$ cat src/rtl/alu_seq.sv
// alu_seq: multicycle ALU for the Cpu16 family.
// Logic, add/sub, shift and rotate ops complete one clock after acceptance.
// MUL runs a shift-add engine for BITS clocks.
// DIV/REM run a restoring divider for 2*BITS clocks.
// out/out2/c only change when an op completes.
module alu_seq #(
    parameter int BITS = 16
) (
    input  logic            clk,
    input  logic            nrst,
    input  logic            start,
    input  logic [3:0]      op_id,
    input  logic [BITS-1:0] op1,
    input  logic [BITS-1:0] op2,
    input  logic [BITS-1:0] op3,
    output logic [BITS-1:0] out,
    output logic [BITS-1:0] out2,
    output logic            z,
    output logic            c,
    output logic            busy,
    output logic            done
);
    localparam int            CW       = $clog2(2 * BITS);
    localparam logic [CW-1:0] MUL_LAST = CW'(BITS - 1);
    localparam logic [CW-1:0] DIV_LAST = CW'(2 * BITS - 1);

    localparam logic [3:0] OP_NOP = 4'd0,  OP_AND = 4'd1,  OP_OR  = 4'd2,  OP_XOR = 4'd3;
    localparam logic [3:0] OP_ADD = 4'd4,  OP_ADC = 4'd5,  OP_SUB = 4'd6,  OP_SBC = 4'd7;
    localparam logic [3:0] OP_SHL = 4'd8,  OP_SHR = 4'd9,  OP_RLC = 4'd10, OP_RRC = 4'd11;
    localparam logic [3:0] OP_MUL = 4'd12, OP_DIV = 4'd13, OP_CMP = 4'd14, OP_REM = 4'd15;

    typedef enum logic [1:0] {S_IDLE, S_MUL, S_DIV} state_t;

    state_t            state_q, state_d;
    logic [BITS-1:0]   out_q, out_d, out2_q, out2_d;
    logic              c_q, c_d, done_q, done_d;
    logic [CW-1:0]     cnt_q, cnt_d;
    // acc holds {hi,lo} product during MUL, and the shifting dividend/quotient during DIV
    logic [2*BITS-1:0] acc_q, acc_d;
    logic [BITS-1:0]   rem_q, rem_d, opb_q, opb_d;
    logic              is_rem_q, is_rem_d;

    logic [BITS:0]     mul_sum;
    logic [2*BITS-1:0] mul_next;
    logic [BITS:0]     div_sh, div_diff;
    logic              div_ge;
    logic [BITS-1:0]   div_rem_next;
    logic [2*BITS-1:0] div_quo_next;
    logic [BITS:0]     arith;

    // One iteration of the shift-add multiplier and the restoring divider
    always_comb begin
        mul_sum      = {1'b0, acc_q[2*BITS-1:BITS]} + (acc_q[0] ? {1'b0, opb_q} : '0);
        mul_next     = {mul_sum, acc_q[BITS-1:1]};
        // remainder stays below the divisor, so the borrow bit alone decides the quotient bit
        div_sh       = {rem_q, acc_q[2*BITS-1]};
        div_diff     = div_sh - {1'b0, opb_q};
        div_ge       = ~div_diff[BITS];
        div_rem_next = div_ge ? div_diff[BITS-1:0] : div_sh[BITS-1:0];
        div_quo_next = {acc_q[2*BITS-2:0], div_ge};
    end

    // Single-cycle add/subtract family with carry/borrow in bit BITS
    always_comb begin
        arith = '0;
        case (op_id)
            OP_ADD:  arith = {1'b0, op1} + {1'b0, op2};
            OP_ADC:  arith = {1'b0, op1} + {1'b0, op2} + {{BITS{1'b0}}, c_q};
            OP_SBC:  arith = {1'b0, op1} - {1'b0, op2} - {{BITS{1'b0}}, c_q};
            default: arith = {1'b0, op1} - {1'b0, op2};
        endcase
    end

    // Next-state logic: accept ops in IDLE, step engines, publish results on completion
    always_comb begin
        state_d  = state_q;
        out_d    = out_q;
        out2_d   = out2_q;
        c_d      = c_q;
        done_d   = 1'b0;
        cnt_d    = cnt_q;
        acc_d    = acc_q;
        rem_d    = rem_q;
        opb_d    = opb_q;
        is_rem_d = is_rem_q;
        case (state_q)
            S_IDLE: begin
                if (start) begin
                    done_d = 1'b1;
                    case (op_id)
                        OP_NOP: ;
                        OP_AND: out_d = op1 & op2;
                        OP_OR:  out_d = op1 | op2;
                        OP_XOR: out_d = op1 ^ op2;
                        OP_ADD, OP_ADC, OP_SUB, OP_SBC, OP_CMP: {c_d, out_d} = arith;
                        OP_SHL: out_d = op1 << op2;
                        OP_SHR: out_d = op1 >> op2;
                        OP_RLC: {c_d, out_d} = {op1, c_q};
                        OP_RRC: {out_d, c_d} = {c_q, op1};
                        OP_MUL: begin
                            done_d  = 1'b0;
                            state_d = S_MUL;
                            acc_d   = {{BITS{1'b0}}, op2};
                            opb_d   = op1;
                            cnt_d   = '0;
                        end
                        OP_DIV, OP_REM: begin
                            if (op3 == '0) begin
                                // divide by zero completes immediately with status set
                                c_d = 1'b1;
                                if (op_id == OP_DIV) begin
                                    out_d  = '1;
                                    out2_d = '1;
                                end else begin
                                    out_d  = op1;
                                    out2_d = '0;
                                end
                            end else begin
                                done_d   = 1'b0;
                                state_d  = S_DIV;
                                acc_d    = {op2, op1};
                                rem_d    = '0;
                                opb_d    = op3;
                                is_rem_d = (op_id == OP_REM);
                                cnt_d    = '0;
                            end
                        end
                        default: ;
                    endcase
                end
            end
            S_MUL: begin
                acc_d = mul_next;
                cnt_d = cnt_q + CW'(1);
                if (cnt_q == MUL_LAST) begin
                    out_d   = mul_next[BITS-1:0];
                    out2_d  = mul_next[2*BITS-1:BITS];
                    c_d     = |mul_next[2*BITS-1:BITS];
                    done_d  = 1'b1;
                    cnt_d   = '0;
                    state_d = S_IDLE;
                end
            end
            S_DIV: begin
                acc_d = div_quo_next;
                rem_d = div_rem_next;
                cnt_d = cnt_q + CW'(1);
                if (cnt_q == DIV_LAST) begin
                    out_d   = is_rem_q ? div_rem_next : div_quo_next[BITS-1:0];
                    out2_d  = is_rem_q ? '0 : div_quo_next[2*BITS-1:BITS];
                    c_d     = 1'b0;
                    done_d  = 1'b1;
                    cnt_d   = '0;
                    state_d = S_IDLE;
                end
            end
            default: state_d = S_IDLE;
        endcase
    end

    // Control and architectural result registers, cleared by reset
    always_ff @(posedge clk) begin
        if (!nrst) begin
            state_q <= S_IDLE;
            out_q   <= '0;
            out2_q  <= '0;
            c_q     <= 1'b0;
            done_q  <= 1'b0;
            cnt_q   <= '0;
        end else begin
            state_q <= state_d;
            out_q   <= out_d;
            out2_q  <= out2_d;
            c_q     <= c_d;
            done_q  <= done_d;
            cnt_q   <= cnt_d;
        end
    end

    // Engine working registers; only meaningful while the FSM is out of IDLE
    always_ff @(posedge clk) begin
        acc_q    <= acc_d;
        rem_q    <= rem_d;
        opb_q    <= opb_d;
        is_rem_q <= is_rem_d;
    end

    assign out  = out_q;
    assign out2 = out2_q;
    assign c    = c_q;
    assign done = done_q;
    assign busy = (state_q != S_IDLE);
    assign z    = (out_q == '0);
endmodule

$ cat config.mk
export PLATFORM = sky130hd
export DESIGN_NAME = alu_seq
export DESIGN_NICKNAME = d
export VERILOG_FILES = /design/src/rtl/alu_seq.sv
export SDC_FILE = /design/constraint.sdc
export NUM_CORES = 1
export LEC_CHECK = 0
export ABC_AREA = 1
export BUFFER_PORTS_ARGS = -buffer_cell sky130_fd_sc_hd__buf_2
export CORE_ASPECT_RATIO = 1.4
export CORE_UTILIZATION = 43
export DETAILED_ROUTE_END_ITERATION = 8
export GPL_TIMING_DRIVEN = 0
export PLACE_DENSITY = 0.6
export SLEW_MARGIN = 20
export SYNTH_ARGS = -nofsm -noshare
export SYNTH_HDL_FRONTEND = slang
export SYNTH_SLANG_ARGS = --single-unit
$ cat constraint.sdc
create_clock -name clk -period 3.5 [get_ports clk]
set_input_delay 0.7 -clock clk [delete_from_list [all_inputs] [get_ports clk]]
set_output_delay 0.7 -clock clk [all_outputs]
set_load 0.02 [all_outputs]
==> run_results.csv <==
group,metric,value,unit
run_status,status,"complete, no violations",
drt,vias,15600,
drt,wire_per_inst,22.5,um
drt,first_pass_iters,6,
clocking,cts_tree,"yes",
sta,fin_ws,0.0418,ns
worst_setup_path,r2r_slack,0.12,ns
pwr,p_clk_share,13.1,%
sta,slew_headroom,50.9,%
grt,grt_usage,37.6,%
pwr,power,0.00775,W
worst_setup_path,worstPathRequired,3.74,ns
finish,drive_above_1_share,16.1,%
drt,met1Wirelength,21500,um
placed_design,dpl.hpwl,48900,um
finish,most-common-layout-cells,"563 x nand2_1, 248 x inv_1, 167 x nand3_1",
synth,synth_top_cell_area_share,16.6,%
worst_setup_path,critPathMaxFanout,8,
flow_run,drv_cap,0,
drt,drtIter0Drc,1417,
placed_design,place_ws,-1.22,ns
pwr,power_density,511,mW/mm^2
synth,ys_warn_count,0,
clocking,cts-buffers-inserted,9,
worst_setup_path,r2r_cells,19,
synth,synth.distinct_cells,61,
drt,detail-route-antenna-nets,0,
finish,nets,2424,
clocking,clk_latency,0.37,ns
worst_hold_path,min_path_cells,2,
synth,synthArstFlopShare,0,%
pwr,p_leak,7.03,nW
placed_design,port_buffers,90,
finish,regArea,0.00277,mm^2
finish,multiInputGateArea,0.00931,mm^2
floorplanning,design.core.area,0.0301,mm^2
clocking,cts.sinks,106,
worst_setup_path,start_kind,"input port",
placed_design,gp_congestion,1.03,
sta,fmax,0.289,GHz
drt,routed_wl,59700,um
worst_setup_path,cp-end-kind,"flip-flop",
worst_setup_path,crit_start,"op1[6]",
finish,n_antenna_cell,0,
sta,setup_violations,0,
worst_setup_path,regToRegStartpoint,"acc_q[31]",
clocking,clockRootBuffer,"clkbuf_16",
synth,synthFlopType,"edfxtp_1",
grt,antenna_found_initial,0,
synth,synth-seq-cells,106,
finish,areaGrowthSynthToFinish,14.6,%
pwr,peakVddDrop,0.299,mV
synth,ys_seq_area_share,20.9,%
finish,fin_util,50.4,%
finish,nFillCells,3170,
floorplanning,initial_core_util,43.9,%
sta,tightest_slew,0.735,ns
placed_design,dp.cells,2612,
drt,wl_met3,3440,um
sta,period_needed,3.46,ns
finish,final_common_cell,"nand2_1",
grt,grt_pass1_wl,86900,um
drt,wl_met2,29300,um
synth,syn_nets,2287,
synth,yosys.area.top_type,"nand2_1",
worst_hold_path,hold_class,"flip-flop to flip-flop",
grt,grt_max_degree,26,
pwr,p_int,0.00375,W
sta,slew_viol_final,0,
synth,postSynthCellCount,2132,
pwr,p_sw_share,51.7,%
floorplanning,ios,91,
clocking,ctsLongestPathBuffers,2,
synth,netlist_area,0.0132,mm^2
clocking,ctsHtreeMaxLevel,3,
floorplanning,die_width,150,um
floorplanning,die_h,210,um
grt,overflow,0,
sta,finalCritPeriodShare,98.8,%
drt,viasPerCell,5.86,
worst_setup_path,cp.arrival,3.70,ns
sta,rsz0062_at_grt,"yes",
pwr,power.share.combinational,61.4,%
finish,instances_no_fill,2659,
worst_setup_path,crit_type,"input port to flip-flop",
drt,top_layer,"met4",
drt,drc_errors,0,
pwr,p_seq_share,25.5,%
synth,avgSynthCellArea,6.21,um^2
synth,synthTopCellsByArea,"nand2_1 17%, edfxtp_1 15%, ha_1 9.1%, inv_1 7.5%, nand3_1 6.5%",
synth,synth_edf_count,65,
grt,grt_pass1_vias,14600,
floorplanning,num_rows,75,
sta,skew,0.00732,ns
clocking,path_clk_slew,0.07,ns
pwr,p_switching,0.00400,W
sta,hold_viol_final,0,
worst_hold_path,hold_start,"out[13]",
floorplanning,fp.dieArea,0.0315,mm^2
-- power by group through the flow --
stage	sequential [W]	clock [W]	combinational [W]
after floorplan	0.00204	0	0.00287
after global placement	0.00200	0	0.00436
final	0.00198	0.00102	0.00476
after global routing	0.00200	0.00107	0.00511
after CTS	0.00197	0.00103	0.00448
after detailed placement	0.00199	0	0.00442
-- sequential cells by signal, summed over array words and instances, names as in the netlist --
register / flops
acc_q: 32
c: 1
cnt_q: 5
done: 1
is_rem_q: 1
opb_q: 16
out: 16
out2: 16
rem_q: 16
state_q: 2
-- synth_stat cells, types with 4 or more instances --
library cell  count
or2_2            12
nor4_1            9
o22ai_1           7
dfxtp_1          41
clkbuf_1         53
xor2_1           16
o2111ai_1        14
nor2_1          163
nand3_2          10
nor3_2            5
nor2_4            5
a31oi_1          18
nand4_1          29
o211ai_1         11
and2_1            6
nand2_2          19
a211oi_1         18
edfxtp_1         65
o21bai_1          6
o21ai_0         165
o21ai_1          14
nor2_2           15
nand2_1         584
nand3_1         173
a21oi_1         161
buf_4             4
ha_1             96
fa_1              4
nor3_1           22
a221oi_1          7
buf_6             8
inv_1           264
inv_2            14
buf_2            14
buf_1             9
a21oi_2           5
nand3b_1          4
a31o_2           10
xnor2_1          12
-- path summary, 6_finish.rpt --
check | to
worst max-delay path | out[12]
worst min-delay path | out[13]
worst max register to register | out[5]
worst min register to register | out[13]
-- stage by stage --
| step | setup TNS (ns) | hold slack (ns) | cell area, um^2 |
|---|---|---|---|
| 6_report | 0 | 0.494 | 15200 |
| 5_1_grt | -0.150 | 0.513 | 15200 |
| 4_1_cts | -0.0214 | 0.494 | 14700 |
| 3_5_place_dp | -15.54 | 0.481 | 14200 |
| 3_3_place_gp | -59.20 | 0.479 | 14200 |
| 2_1_floorplan | 0 | 0.479 | 13200 |
-- layer usage --
| layer | vias up | global-route usage [%] |
|---|---|---|
| met5 | - | 0 |
| met3 | 230 | 5.70 |
| li1 | 7360 | - |
| met1 | 7276 | 39.5 |
| met4 | 0 | 32.4 |
| met2 | 729 | 64.9 |
-- timing repair --
item / CTS / global route
gates cloned: 0 / 1
setup buffers: 3 / 31
endpoints found under the hold margin: 0 / 0
gates resized for setup: 31 / 101
pin swaps: 4 / 28
hold buffers: 0 / 0
setup endpoints to repair: 15 / 23
-- worst max-delay path, stage by stage --
cell and delay (ns):
buf_2 0.23, clkinvlp_4 0.15, ha_1 0.31, buf_6 0.16, nand2_2 0.11, inv_1 0.05
nand2_1 0.06, nand2_1 0.15, inv_2 0.09, nand2_1 0.07, nand2_1 0.10, nand2_4 0.09
nor2_4 0.17, nand3_4 0.14, nor3_4 0.20, nand3_1 0.10, nand3_1 0.12, nand4_1 0.12
nand2_1 0.13, nand2_1 0.10, nand2_1 0.09, nand2_1 0.05, nand2_1 0.12, a21oi_2 0.06
-- cells by family after synthesis --
family                   Yosys count  share of synthesized area [%]
AND/OR/NAND/NOR                 1066                           35.5
AO/OA/AOI/OAI                    455                           19.9
buffers and inverters            372                           11.3
flip-flops                       106                           20.9
adder cells (fa/ha/maj)          100                           9.68
XOR/XNOR                          33                           2.72
-- final cells by class --
type | count | share of cell area (%)
plain buffers | 85 | 2.86
clock buffers | 10 | 1.51
clock inverters | 6 | 0.355
inverters | 283 | 7.29
multi-input cells | 1654 | 61.3
flip-flops and latches | 106 | 18.3
well taps | 385 | 3.18
repair buffers | 130 | 5.19
Power figures use the tool's default switching activity.
